<file path="config.mk">
export PLATFORM = sky130hd
export DESIGN_NAME = shield_write_arbiter
export DESIGN_NICKNAME = d
export VERILOG_FILES = /design/src/rtl/shield_pkg.sv /design/src/rtl/shield_write_arbiter_rr_pick.sv /design/src/rtl/shield_write_arbiter.sv
export SDC_FILE = /design/constraint.sdc
export NUM_CORES = 1
export LEC_CHECK = 0
export BUFFER_PORTS_ARGS = -buffer_cell sky130_fd_sc_hd__buf_4
export CAP_MARGIN = 10
export CORE_MARGIN = 3
export CORE_UTILIZATION = 40
export DETAILED_ROUTE_END_ITERATION = 10
export GPL_TIMING_DRIVEN = 0
export PLACE_DENSITY = 0.73
export SLEW_MARGIN = 20
export SYNTH_ARGS = -nofsm -noshare
export SYNTH_HDL_FRONTEND = slang
export SYNTH_SLANG_ARGS = --single-unit
</file>
<file path="constraint.sdc">
create_clock -name clk -period 2.8 [get_ports clk]
set_input_delay 0.28 -clock clk [delete_from_list [all_inputs] [get_ports clk]]
set_output_delay 0.28 -clock clk [all_outputs]
set_load 0.005 [all_outputs]
</file>
<file path="src/rtl/shield_pkg.sv">
// Shared constants and FSM state type for the colorshield write arbiter.
package shield_pkg;

    localparam int PIX_W         = 24;
    localparam int ADDR_W        = 6;
    localparam int MATRIX_PIXELS = 64;
    localparam int READY_TIMEOUT = 4;

    typedef enum logic [1:0] {
        ST_IDLE      = 2'd0,
        ST_ISSUE     = 2'd1,
        ST_WAIT_LOW  = 2'd2,
        ST_WAIT_HIGH = 2'd3
    } arb_state_e;

endpackage

</file>
<file path="src/rtl/shield_write_arbiter_rr_pick.sv">
// Rotating-priority encoder: first set request strictly after last_grant, wrapping.
module rr_pick #(
    parameter int NUM_REQ = 3,
    parameter int IDX_W   = $clog2(NUM_REQ)
) (
    input  logic [NUM_REQ-1:0] req,
    input  logic [IDX_W-1:0]   last_grant,
    output logic               grant_valid,
    output logic [IDX_W-1:0]   grant_idx
);

    int cand;

    // Walk offsets from farthest to nearest so the nearest hit ends up winning.
    always_comb begin
        grant_valid = 1'b0;
        grant_idx   = '0;
        cand        = 0;
        for (int k = NUM_REQ; k >= 1; k--) begin
            cand        = (int'(last_grant) + k) % NUM_REQ;
            grant_idx   = req[IDX_W'(cand)] ? IDX_W'(cand) : grant_idx;
            grant_valid = grant_valid | req[IDX_W'(cand)];
        end
    end

endmodule

</file>
<file path="src/rtl/shield_write_arbiter.sv">
// Round-robin arbiter for the single colorshield pixel-write port.
// Optional full-matrix fill engine enabled by defining SHIELD_ARB_FILL_EN.
module shield_write_arbiter #(
    parameter int NUM_REQ = 3,
    parameter int ADDR_W  = shield_pkg::ADDR_W,
    parameter int PIX_W   = shield_pkg::PIX_W,
    localparam int IDX_W  = $clog2(NUM_REQ)
) (
    input  logic                       clk,
    input  logic                       rst_n,
    input  logic [NUM_REQ-1:0]         req_valid,
    input  logic [NUM_REQ*ADDR_W-1:0]  req_addr,
    input  logic [NUM_REQ*PIX_W-1:0]   req_value,
    output logic [NUM_REQ-1:0]         req_ack,
    input  logic                       shield_ready,
    output logic                       write_en,
    output logic [ADDR_W-1:0]          pixel_addr,
    output logic [PIX_W-1:0]           pixel_value,
    output logic                       busy,
`ifdef SHIELD_ARB_FILL_EN
    input  logic                       fill_req,
    input  logic [PIX_W-1:0]           fill_value,
    output logic                       fill_busy,
`endif
    output logic [IDX_W-1:0]           last_grant
);
    import shield_pkg::*;

    localparam int TMO_W  = $clog2(READY_TIMEOUT);
    localparam int FILL_W = $clog2(MATRIX_PIXELS);

    arb_state_e          state_q, state_d;
    logic [NUM_REQ-1:0]  ack_q, ack_d;
    logic                we_q, we_d;
    logic                busy_q, busy_d;
    logic [ADDR_W-1:0]   addr_q, addr_d;
    logic [PIX_W-1:0]    value_q, value_d;
    logic [IDX_W-1:0]    last_q, last_d;
    logic [TMO_W-1:0]    tmo_q, tmo_d;
    logic                pick_valid_s;
    logic [IDX_W-1:0]    pick_idx_s;
    logic [ADDR_W-1:0]   sel_addr_s;
    logic [PIX_W-1:0]    sel_value_s;

`ifdef SHIELD_ARB_FILL_EN
    logic                fill_busy_q, fill_busy_d;
    logic                fill_last_q, fill_last_d;
    logic [FILL_W-1:0]   fill_addr_q, fill_addr_d;
    logic [PIX_W-1:0]    fill_val_q, fill_val_d;
    logic                fill_done_s;
`endif

    rr_pick #(.NUM_REQ(NUM_REQ), .IDX_W(IDX_W)) u_pick (
        .req         (req_valid),
        .last_grant  (last_q),
        .grant_valid (pick_valid_s),
        .grant_idx   (pick_idx_s)
    );

    assign sel_addr_s  = req_addr[int'(pick_idx_s)*ADDR_W +: ADDR_W];
    assign sel_value_s = req_value[int'(pick_idx_s)*PIX_W +: PIX_W];

    // Next-state and registered-output computation for the write sequencer.
    always_comb begin
        state_d = state_q;
        ack_d   = '0;
        we_d    = 1'b0;
        addr_d  = addr_q;
        value_d = value_q;
        last_d  = last_q;
        tmo_d   = tmo_q;
`ifdef SHIELD_ARB_FILL_EN
        fill_busy_d = fill_busy_q;
        fill_last_d = fill_last_q;
        fill_addr_d = fill_addr_q;
        fill_val_d  = fill_val_q;
`endif
        case (state_q)
            ST_IDLE: begin
`ifdef SHIELD_ARB_FILL_EN
                // An active fill locks out requesters until the last pixel completes.
                if (fill_busy_q) begin
                    if (shield_ready) begin
                        addr_d      = ADDR_W'(fill_addr_q);
                        value_d     = fill_val_q;
                        fill_addr_d = fill_addr_q + FILL_W'(1);
                        fill_last_d = (fill_addr_q == FILL_W'(MATRIX_PIXELS - 1));
                        state_d     = ST_ISSUE;
                    end else begin
                        state_d = ST_IDLE;
                    end
                end else if (fill_req) begin
                    fill_busy_d = 1'b1;
                    fill_addr_d = '0;
                    fill_val_d  = fill_value;
                    state_d     = ST_IDLE;
                end else
`endif
                if (shield_ready && pick_valid_s) begin
                    addr_d            = sel_addr_s;
                    value_d           = sel_value_s;
                    last_d            = pick_idx_s;
                    ack_d[pick_idx_s] = 1'b1;
                    state_d           = ST_ISSUE;
                end else begin
                    state_d = ST_IDLE;
                end
            end
            ST_ISSUE: begin
                we_d    = 1'b1;
                tmo_d   = '0;
                state_d = ST_WAIT_LOW;
            end
            ST_WAIT_LOW: begin
                // A shield that finishes inside one cycle never shows ready low.
                if (!shield_ready) begin
                    state_d = ST_WAIT_HIGH;
                end else if (tmo_q == TMO_W'(READY_TIMEOUT - 1)) begin
                    state_d = ST_IDLE;
                end else begin
                    tmo_d = tmo_q + TMO_W'(1);
                end
            end
            ST_WAIT_HIGH: begin
                if (shield_ready) begin
                    state_d = ST_IDLE;
                end else begin
                    state_d = ST_WAIT_HIGH;
                end
            end
            default: begin
                state_d = ST_IDLE;
            end
        endcase
`ifdef SHIELD_ARB_FILL_EN
        fill_done_s = fill_last_q && (state_q != ST_IDLE) && (state_d == ST_IDLE);
        fill_busy_d = fill_busy_d & ~fill_done_s;
        fill_last_d = fill_last_d & ~fill_done_s;
`endif
        busy_d = (state_d != ST_IDLE);
    end

    // Sequencer state and output registers.
    always_ff @(posedge clk or negedge rst_n) begin
        if (!rst_n) begin
            state_q <= ST_IDLE;
            ack_q   <= '0;
            we_q    <= 1'b0;
            busy_q  <= 1'b0;
            addr_q  <= '0;
            value_q <= '0;
            last_q  <= IDX_W'(NUM_REQ - 1);
            tmo_q   <= '0;
        end else begin
            state_q <= state_d;
            ack_q   <= ack_d;
            we_q    <= we_d;
            busy_q  <= busy_d;
            addr_q  <= addr_d;
            value_q <= value_d;
            last_q  <= last_d;
            tmo_q   <= tmo_d;
        end
    end

`ifdef SHIELD_ARB_FILL_EN
    // Fill engine registers.
    always_ff @(posedge clk or negedge rst_n) begin
        if (!rst_n) begin
            fill_busy_q <= 1'b0;
            fill_last_q <= 1'b0;
            fill_addr_q <= '0;
            fill_val_q  <= '0;
        end else begin
            fill_busy_q <= fill_busy_d;
            fill_last_q <= fill_last_d;
            fill_addr_q <= fill_addr_d;
            fill_val_q  <= fill_val_d;
        end
    end

    assign fill_busy = fill_busy_q;
`endif

    assign req_ack     = ack_q;
    assign write_en    = we_q;
    assign busy        = busy_q;
    assign pixel_addr  = addr_q;
    assign pixel_value = value_q;
    assign last_grant  = last_q;

endmodule

</file>
# After elaboration in Yosys (flattened, before gate mapping)
# Index checks and enable logic that the tools add are counted.
[op_classes]
add_sub_neg = 4
multipliers = 2
div_mod_pow = 3
magnitude_cmp = 5
n_eq_ne = 6
shifts = 2
mux = 25
bitwise = 2
n_reduce_logical = 7
[ops]
columns = ["cell", "count"]
rows = [
  ["$mod A32 B3 Y32 const B", 3],
  ["$shiftx A72 B8 Y24", 1],
  ["$shiftx A18 B6 Y6", 1],
  ["$mux W2", 8],
  ["$lt A2 B4 Y1 const B", 3],
  ["$mux W1", 9],
  ["$mul A2 B2 Y4 const B", 2],
  ["$pmux W2 S4", 1],
  ["$add A2 B2 Y3 const B", 2],
  ["$bmux W1 S2", 3],
  ["$eq A2 B2 Y1 const B", 3],
  ["$mux W3", 2],
  ["$ne A2 B2 Y1 const B", 2],
  ["$pmux W2 S2", 1],
  ["$reduce_bool A2 Y1", 2],
  ["$add A2 B1 Y3 const B", 1],
  ["$lt A2 B3 Y1 const B", 1],
  ["$reduce_and A3 Y1", 1],
  ["$add A2 B1 Y2 const B", 1],
  ["$demux W1 S2", 1],
  ["$eq A2 B1 Y1 const B", 1],
  ["$ge A2 B1 Y1 const B", 1],
  ["$logic_and A1 B1 Y1", 2],
  ["$logic_not A2 Y1", 1],
  ["other kinds (2)", 3],
]
[word_totals]
register_bits = 41
latch_bits = 0
mem_bits_rw = 0
romBits = 0
inputBits = 96
word_cells = 64
memories = 0

# Logic depth before layout (Yosys ltp)
# Gate-level depths: netlist of the first run.
[logic_depth]
depth_word = 14
ltp_mapped = 10
ltp_nobuf = 7

# Hierarchy
# From an unflattened synthesis of the first run, not the netlist that was laid out.
[unflattened]
cells_unflattened = 236
hier_area_um2 = 2434.8
[modules_own_cells]
columns = ["module", "n_inst", "cells_each", "area_per_inst_um2", "seq_area_each_um2"]
rows = [
  ["shield_write_arbiter", 1, 209, 2243.4, 1027.2],
  ["rr_pick", 1, 27, 191.4, 0.0],
]

# Least setup slack after synthesis of the first run
# OpenSTA, ideal clock, no wires.
[synth_timing]
path_type = "flip-flop to flip-flop"
start = "reg last_q[1] (netlist: last_grant[1])"
end = "reg value_q[10] (netlist: pixel_value[10])"
arrival_ps = 2156
t_required_ps = 2679
slack_ps = 523
path_stages_with_launch = 11
path_buffers = 3
cell_sequence = "dfstp_2 > inv_1 > ha_1 > buf_6 > mux2_4 > and2_4 > buf_6 > buf_12 > a221oi_2 > nand4_1 > a22o_1"
[synth_via]
elab_chain_cells = 10
[synth_rtl]
columns = ["element", "line_no", "text"]
rows = [
  ["start: declaration", "shield_write_arbiter.sv:38", "logic [IDX_W-1:0] last_q, last_d;"],
  ["start signal: assignment", "shield_write_arbiter.sv:152", "last_q <= IDX_W'(NUM_REQ - 1);"],
  ["start signal: assignment", "shield_write_arbiter.sv:161", "last_q <= last_d;"],
  ["$add A2 B2 Y3", "shield_write_arbiter_rr_pick.sv:20", "cand = (int'(last_grant) + k) % NUM_REQ;"],
  ["$mod A32 B3 Y32", "shield_write_arbiter_rr_pick.sv:20", ""],
  ["$bmux W1 S2", "shield_write_arbiter_rr_pick.sv:21, shield_write_arbiter_rr_pick.sv:22", ""],
  ["$mux W1 (implied by the code) (2 in series)", "shield_write_arbiter_rr_pick.sv:21, shield_write_arbiter_rr_pick.sv:22", ""],
  ["$mux W2 (3 in series)", "shield_write_arbiter_rr_pick.sv:21", "grant_idx = req[IDX_W'(cand)] ? IDX_W'(cand) : grant_idx;"],
  ["$mul A2 B2 Y4", "shield_write_arbiter.sv:61", "assign sel_value_s = req_value[int'(pick_idx_s)*PIX_W +: PIX_W];"],
  ["$shiftx A72 B8 Y24", "shield_write_arbiter.sv:61", ""],
  ["end signal: assignment", "shield_write_arbiter.sv:160", "value_q <= value_d;"],
  ["end: declaration", "shield_write_arbiter.sv:37", "logic [PIX_W-1:0] value_q, value_d;"],
]
# Parallel ways exist; a longest one is shown, timed or not. The select of a mux whose other input is x is not followed.
# A chain may end at the register's enable or synchronous reset.

# Worst setup path after layout of the first run
# Same ends and word-level chain as after synthesis.

==> results of run 1 <==
[logic make-up (layout without fill, tap and decap cells)]
family,after synthesis,count (layout)
AO/OA/AOI/OAI,144,144
AND/OR/NAND/NOR,119,119
buffers and inverters,77,218
flip-flops,41,41
adder cells (fa/ha/maj),5,5
multiplexers,4,4
[state kept, by name, summed over array words and instances, names as in the netlist]
signal	cells
write_en	1
req_ack	3
pixel_value	24
last_grant	2
tmo_q	2
busy	1
state_q	2
pixel_addr	6
[cell type report]
| class | instances | area share |
|---|---|---|
| clock inverters | 2 | 0.002896 |
| well taps | 105 | 0.02765 |
| flip-flops and latches | 41 | 0.2162 |
| inverters | 34 | 0.02686 |
| multi-input cells | 272 | 0.4434 |
| plain buffers | 43 | 0.05503 |
| clock buffers | 6 | 0.01738 |
| repair buffers | 133 | 0.2106 |
[cell usage in the layout, fill, tap and decap left out, types with 4 or more instances in the layout]
master | synthesis | layout
a21oi_1 | 33 | 33
a221oi_2 | 29 | 29
a22o_1 | 31 | 31
and2_1 | 30 | 30
buf_2 | 8 | 8
buf_4 | 2 | 134
clkbuf_1 | 24 | 24
clkbuf_8 | 0 | 6
dfrtp_1 | 40 | 40
ha_1 | 5 | 5
inv_1 | 34 | 34
nand2_1 | 6 | 6
nand4_1 | 60 | 60
nor2_1 | 4 | 4
o211ai_1 | 31 | 31
o21ai_0 | 7 | 7
[worst max-delay path: stages (launching register included)]
cell      delay [ns]
dfstp_2         0.58
ha_1            0.32
and3b_1         0.24
o21ai_0         0.12
a22oi_1         0.40
clkbuf_1        0.46
a21oi_1         0.14
a22o_1          0.21
[what timing repair did]
| action | 4_1_cts | 5_1_grt |
|---|---|---|
| buffers inserted | 0 | 0 |
| hold endpoints to repair | 40 | 0 |
| hold buffers | 1 | 0 |
[layer usage]
metal / GRT usage / vias to the layer above / share of wire
li1: - / 1804 / -
met1: 0.2960 / 1810 / 0.44
met2: 0.3776 / 139 / 0.48
met3: 0.03892 / 13 / 0.065
met4: 0.03992 / 0 / 0.0069
met5: 0 / - / 0
[per-stage QoR]
stage	total power, uW	worst slack [ns]	hold slack, ns	cell area (um^2)
after CTS	4932	0.1878	0.1988	4752
after global placement	4406	0.2779	0.3028	4646
after global routing	5284	0.03245	0.2151	4752
final	4906	0.2099	0.2086	4752
after detailed placement	4481	0.2054	0.3101	4646
after floorplan	3353	0.5227	-0.01559	3523
[power breakdown]
group	switching, uW	total [uW]	internal (uW)
registers	179	1050	874
clock network	225	425	200
logic	1840	3430	1590
total	2240	4910	2660
[worst max-delay path by stage]
stage | start | endpoint | slack, ns
after floorplan | last_grant[1] | pixel_value[10] | 0.52
after global placement | last_grant[1] | pixel_value[16] | 0.28
after detailed placement | last_grant[1] | pixel_value[16] | 0.21
after CTS | last_grant[1] | pixel_value[10] | 0.19
after global routing | last_grant[1] | pixel_value[14] | 0.03
final | last_grant[1] | pixel_value[10] | 0.21
==> flow_summary.rst, run 1 <==
.. list-table::
   :header-rows: 1

   * - Metric
     - Value
   * - Gate count of the mapped netlist
     - 390
   * - Number of nets with antenna violations after detailed routing
     - 0
   * - Port-buffer cells
     - 132
   * - Vias in the first global route
     - 3,656
   * - Period utilization
     - 0.9250
   * - Critical path launch point type
     - flip-flop
   * - Detailed-route vias per instance
     - 5.921
   * - Detailed Routing Iterations Pass 1
     - 5
   * - Die area
     - 9971 um^2
   * - FMAX
     - 386.1 MHz
   * - Utilization of the core after routing
     - 0.5670
   * - Maximum vdd drop
     - 0.5089 mV
   * - Count of different cell masters after synthesis
     - 43
   * - Post-synthesis compound-gate area fraction
     - 0.3544
   * - Worst Hold Launch
     - shield_ready
   * - Number of enable flip-flop cells after synthesis
     - 0
   * - Number of hold-slack violations in the final timing report
     - 0
   * - Setup Skew
     - 0.009337 ns
   * - Wire length of the first global-routing pass
     - 18,030 um
   * - Remaining global-route overflow
     - 0
   * - Clock transition time at the flip-flop clock pins of the worst setup and hold paths
     - 0.08 ns
   * - Type of destination of the critical path
     - flip-flop
   * - Total standard cell area after synthesis
     - 3523 um^2
   * - Transition time at the pin with the least slew margin
     - 0.5554 ns
   * - Count of placed standard cells including taps
     - 627
   * - Floorplan Core Area
     - 8382 um^2
   * - Top Ports
     - 133
   * - Yosys warnings
     - 0
   * - Hold Crit Depth
     - 2
   * - Worst R2R Setup Slack
     - 0.21 ns
   * - Overall via count from detail_route
     - 3,766
   * - Class of the tightest hold or removal check
     - in2reg
   * - Number of levels in the clock H-tree
     - 2
   * - Worst setup path class
     - reg2reg
   * - Top post-synthesis cells by area
     - dfrtp_1, a221oi_2, nand4_1
   * - Total global routing track utilization
     - 0.2212
   * - Wire length reported by the detailed router
     - 11,370 um
   * - Clock latency on the worst-skew pair
     - 0.30 ns
   * - Post-synthesis adder-cell area fraction
     - 0.01776
   * - Dominant combinational cell family by area after synthesis
     - compound AO/OA/AOI/OAI gates
   * - RSZ-0062 raised after global routing
     - false
   * - Footprint of the multi-input gates
     - 2107 um^2
   * - HPWL after detailed placement
     - 8359 um
   * - Standard-cell row count
     - 33
   * - Inserted Clock Buffers
     - 5
   * - Horiz. Die Dim
     - 99.86 um
   * - Remaining design rule violation count
     - 0
   * - Run status
     - finished, final reports clean
   * - Total negative slack
     - 0 ns
   * - Highest fanout seen on the critical path
     - 10
   * - Leading register cell type out of synthesis
     - dfrtp_1
   * - Largest net degree at the start of global routing
     - 42
   * - Capture endpoint of the worst hold path
     - state_q[0]
   * - Basic-gate share of the synthesized area counting and, or, nand and nor cells
     - 0.2124
   * - Buffers from clock root to sink, at most
     - 2
   * - Sequential-to-total area share from yosys stat
     - 0.2915
   * - Max-capacitance violation count
     - 0
   * - Net Count, Synth
     - 491
   * - Antenna violations before repair
     - 0
   * - Number of filler instances in the final layout
     - 768
   * - Register area
     - 1027 um^2
   * - Layout Cells excl Fill
     - 636
   * - Share of cells above drive strength 1
     - 0.3729
   * - Area share of the leading cell type in the synthesized netlist
     - 0.2841
   * - Most instantiated cells after synthesis
     - nand4_1, dfrtp_1, inv_1
   * - Setup-failing EPs final
     - 0
   * - Starting Density
     - 0.4204
   * - Post-cts sizing count
     - 0
   * - Slew Viols, Final
     - 0
   * - Worst slew margin relative to its limit
     - 0.6297
   * - Number of nets in the final layout
     - 631
   * - Die Y
     - 99.86 um
   * - P_leak
     - 0.002193 uW
   * - Xor/xnor cell area share of the yosys netlist
     - 0
   * - Buffer type at the clock tree root
     - clkbuf_8
   * - Global placement routability congestion
     - 0.8616
   * - CP arrival
     - 2.78 ns
   * - FF-to-FF Start
     - last_grant[1]
   * - R2R cell count
     - 7
   * - Asr flop ratio synth
     - 1.000
   * - Reg-to-Reg End
     - pixel_value[10]
   * - Most frequent cell after synthesis
     - nand4_1
   * - Area growth from synthesis to layout
     - 34.87%
   * - Mux share of post-synthesis cell area
     - 0.01349
   * - Avg Synthesized Cell Area
     - 9.034 um^2
   * - Count of clock tree sinks
     - 41
   * - Power per cell area
     - 1032 nW/um^2
   * - Number of violations reported at the end of detailed-routing iteration 0
     - 179
   * - FF+latch count, synth
     - 41
   * - Antenna Diode Count
     - 0
   * - Detailed-route wire length per cell
     - 17.87 um
   * - Data required time at the worst endpoint
     - 2.99 ns
   * - CTS tree
     - built
   * - Clock period minus final worst setup slack
     - 2.590 ns
   * - Leading area contributor after synthesis
     - dfrtp_1
No activity file was read; power rests on OpenSTA's default activity.
==> inputs of run 2 (changes only) <==
--- a/config.mk
+++ b/config.mk
@@ -5,13 +5,13 @@
 export SDC_FILE = /design/constraint.sdc
 export NUM_CORES = 1
 export LEC_CHECK = 0
-export BUFFER_PORTS_ARGS = -buffer_cell sky130_fd_sc_hd__buf_4
 export CAP_MARGIN = 10
 export CORE_MARGIN = 3
 export CORE_UTILIZATION = 40
 export DETAILED_ROUTE_END_ITERATION = 10
+export DONT_BUFFER_PORTS = 1
 export GPL_TIMING_DRIVEN = 0
-export PLACE_DENSITY = 0.73
+export PLACE_DENSITY = 0.6
 export SLEW_MARGIN = 20
 export SYNTH_ARGS = -nofsm -noshare
 export SYNTH_HDL_FRONTEND = slang
==> run 2 against run 1 <==
Cell area fell by 20%. Largest power group unchanged. Cell count fell by 21%. Core utilization fell by 11 points. Fmax rose by 1.6%. Largest cell class unchanged. Clock-buffer cell count rose by 1. Clock power rose by 5.4%. Die area did not move. Non-clock buffer count fell by 131. Critical endpoint is now pixel_value[0]. Wire length fell by 3.5%.
==> flow_summary.rst, run 2 (same netlist as run 1, synthesis figures left out) <==
.. list-table::
   :header-rows: 1

   * - Metric
     - Value
   * - Post-place instance area
     - 3655 um^2 (was 4646 um^2)
   * - Final standard cell area without fillers
     - 3796 um^2 (was 4752 um^2)
   * - Power per cell area
     - 1182 nW/um^2 (was 1032 nW/um^2)
   * - Number of hold-slack violations in the final timing report
     - 0 (unchanged)
   * - Class of the tightest hold or removal check
     - in2reg (unchanged)
   * - Number of nets in the final layout
     - 500 (was 631)
   * - Transition time at the pin with the least slew margin
     - 0.5599 ns (was 0.5554 ns)
   * - Clock period minus final worst setup slack
     - 2.549 ns (was 2.590 ns)
   * - Top Ports
     - 133 (unchanged)
   * - Period utilization
     - 0.9103 (was 0.9250)
   * - Global placement routability congestion
     - 0.8426 (was 0.8616)
   * - Slew Viols, Final
     - 0 (unchanged)
   * - Hold Crit Depth
     - 1 (was 2)
   * - Maximum vdd drop
     - 0.5561 mV (was 0.5089 mV)
   * - Post-layout worst setup margin
     - 0.2512 ns (was 0.2099 ns)
   * - CP arrival
     - 2.73 ns (was 2.78 ns)
   * - P_leak
     - 0.001573 uW (was 0.002193 uW)
   * - Worst setup path class
     - reg2reg (unchanged)
   * - Count of clock tree sinks
     - 41 (unchanged)
   * - Clock latency on the worst-skew pair
     - 0.30 ns (about the same)
   * - Floorplan Core Area
     - 8382 um^2 (unchanged)
   * - Detailed-route wire length per cell
     - 21.72 um (was 17.87 um)
   * - Remaining global-route overflow
     - 0 (unchanged)
   * - CP peak stage delay
     - 0.60 ns (was 0.58 ns)
   * - Beginning of the critical path
     - last_grant[1] (unchanged)
   * - Cell class contributing the biggest share of worst-path delay
     - compound AO/OA/AOI/OAI gates (unchanged)
   * - Remaining design rule violation count
     - 0 (unchanged)
   * - Type of destination of the critical path
     - flip-flop (unchanged)
   * - Share of power burned in registers
     - 0.247 (was 0.215)
   * - Data required time at the worst endpoint
     - 2.98 ns (was 2.99 ns)
   * - Buffer type at the clock tree root
     - clkbuf_8 (unchanged)
   * - Largest net degree at the start of global routing
     - 42 (unchanged)
   * - Starting Density
     - 0.4204 (unchanged)
   * - FF-to-FF Start
     - last_grant[1] (unchanged)
   * - Worst slew margin relative to its limit
     - 0.6228 (was 0.6297)
   * - Net switching component of the power
     - 2149 uW (was 2244 uW)
   * - HPWL after detailed placement
     - 7979 um (was 8359 um)
   * - Setup-failing EPs final
     - 0 (unchanged)
   * - Number of flip-flops in the largest register
     - 24 (unchanged)
   * - Net Sw Frac
     - 0.4791 (was 0.4574)
   * - R2R cell count
     - 7 (unchanged)
   * - Highest fanout seen on the critical path
     - 10 (unchanged)
   * - Routing usage on met2
     - 0.3494 (was 0.3776)
   * - CTS tree
     - built (unchanged)
   * - Total negative slack
     - 0 ns (unchanged)
   * - Overall via count from detail_route
     - 3,298 (was 3,766)
   * - Number of nets with antenna violations after detailed routing
     - 0 (unchanged)
   * - Standard-cell row count
     - 33 (unchanged)
   * - Met1 demand-to-capacity share in global routing
     - 0.2891 (was 0.2960)
   * - Clock network fraction of total power
     - 0.100 (was 0.087)
   * - Detailed-route vias per instance
     - 6.531 (was 5.921)
   * - Reg-to-Reg End
     - pixel_value[0] (was pixel_value[10])
   * - Total global routing track utilization
     - 0.2200 (was 0.2212)
   * - Commonest non-fill, non-tap cells in the layout
     - nand4_1, dfrtp_1, inv_1 (was buf_4, nand4_1, dfrtp_1)
   * - Number of levels in the clock H-tree
     - 2 (unchanged)
   * - Worst R2R Setup Slack
     - 0.25 ns (was 0.21 ns)
   * - Most frequent standard cell in the layout excluding fill and tap cells
     - nand4_1 (was buf_4)
   * - RSZ-0062 raised after global routing
     - false (unchanged)
   * - Post-placement worst setup slack
     - 0.1918 ns (was 0.2054 ns)
   * - FMAX
     - 392.3 MHz (was 386.1 MHz)
   * - Die Y
     - 99.86 um (unchanged)
   * - Part of the power in combinational logic
     - 0.653 (was 0.699)
   * - Inserted Clock Buffers
     - 5 (unchanged)
   * - Worst Hold Launch
     - shield_ready (unchanged)
   * - Number of violations reported at the end of detailed-routing iteration 0
     - 112 (was 179)
   * - Critical path buffer and inverter count
     - 1 (unchanged)
   * - Vias in the first global route
     - 3,429 (was 3,656)
   * - Worst hold-check slack
     - 0.08919 ns (was 0.2086 ns)
   * - Cell breakdown of the critical path
     - ha_1, mux2_2, a21bo_2, clkbuf_1, o211ai_1, nand4_1, a22o_1 (was ha_1, and3b_1, o21ai_0, a22oi_1, clkbuf_1, a21oi_1, a22o_1)
   * - Run status
     - finished, final reports clean (unchanged)
   * - Wire length of the first global-routing pass
     - 17,720 um (was 18,030 um)
   * - Max-capacitance violation count
     - 0 (unchanged)
   * - Buffers from clock root to sink, at most
     - 2 (unchanged)
   * - Port-buffer cells
     - 0 (was 132)
   * - Share of cells above drive strength 1
     - 0.1725 (was 0.3729)
   * - Antenna violations before repair
     - 0 (unchanged)
   * - Clock transition time at the flip-flop clock pins of the worst setup and hold paths
     - 0.08 ns (about the same)
   * - Capture endpoint of the worst hold path
     - state_q[0] (unchanged)
   * - Int Power
     - 2337 uW (was 2662 uW)
   * - Critical path launch point type
     - flip-flop (unchanged)
   * - Global routing's busiest layer
     - met2 (unchanged)
   * - Horiz. Die Dim
     - 99.86 um (unchanged)
   * - Met3 demand-to-capacity share in global routing
     - 0.07644 (was 0.03892)
   * - Die area
     - 9971 um^2 (unchanged)
   * - Wire length reported by the detailed router
     - 10,970 um (was 11,370 um)
   * - Setup Skew
     - 0.01026 ns (was 0.009337 ns)
   * - Detailed Routing Iterations Pass 1
     - 4 (was 5)
   * - Area growth from synthesis to layout
     - 7.741% (was 34.87%)
   * - Power after layout
     - 4487 uW (was 4906 uW)
   * - Critical-path cell with the highest stage delay
     - dfstp_2 (unchanged)
   * - Antenna Diode Count
     - 0 (unchanged)
==> run 2: how the worst max path moves through the flow <==
stage / endpoint / slack, ns / cells past startpoint
finish: pixel_value[0] / 0.25 / 7
global route: req_ack[1] / 0.06 / 8
CTS: pixel_value[16] / 0.19 / 7
detailed placement: pixel_value[9] / 0.19 / 7
global placement: pixel_value[16] / 0.24 / 7
floorplan: pixel_value[10] / 0.52 / 10
==> run 2: final cells by class <==
| cell class | count | area [um^2] |
|---|---|---|
| plain buffers | 43 | 264.0 |
| clock buffers | 7 | 96.34 |
| clock inverters | 1 | 5.005 |
| fillers | 836 | 4586 |
| inverters | 34 | 127.6 |
| multi-input cells | 272 | 2107 |
| flip-flops and latches | 41 | 1027 |
| well taps | 105 | 131.4 |
| repair buffers | 2 | 37.54 |
==> run 2: power groups by stage <==
| stage | sequential, uW | clock (uW) | combinational [uW] |
|---|---|---|---|
| 6_report | 1110 | 448 | 2930 |
| 5_1_grt | 1150 | 483 | 3240 |
| 4_1_cts | 1110 | 461 | 2930 |
| 3_5_place_dp | 1120 | 0 | 2900 |
| 3_3_place_gp | 1110 | 0 | 2840 |
| 2_1_floorplan | 1050 | 0 | 2300 |
==> run 2: per-stage QoR <==
stage	util	instances
after floorplan	-	390
after global placement	0.4360	495
after detailed placement	0.4360	495
after CTS	0.4526	505
after global routing	0.4529	505
final	0.4529	505
==> run 2: routing by layer <==
layer | vias up | wire length (um)
li1 | 1542 | -
met1 | 1600 | 4603
met2 | 144 | 5052
met3 | 12 | 1194
met4 | 0 | 116
met5 | - | 0
==> run 2: worst reg2reg max path: cells and delay by family (launching register included) <==
kind / cells / cell delay, ns
fa+ha+maj: 1 / 0.32
simple gates: 1 / 0.14
flops: 1 / 0.60
mux: 1 / 0.41
buf+inv: 1 / 0.26
compound gates: 3 / 0.71
==> run 2: repair_timing <==
| item | CTS | global route |
|---|---|---|
| resized for setup | 0 | 4 |
| endpoints found under the hold margin | 41 | 0 |
| endpoints found under the setup margin | 0 | 13 |
| hold buffers | 2 | 0 |
| buffers inserted | 0 | 0 |
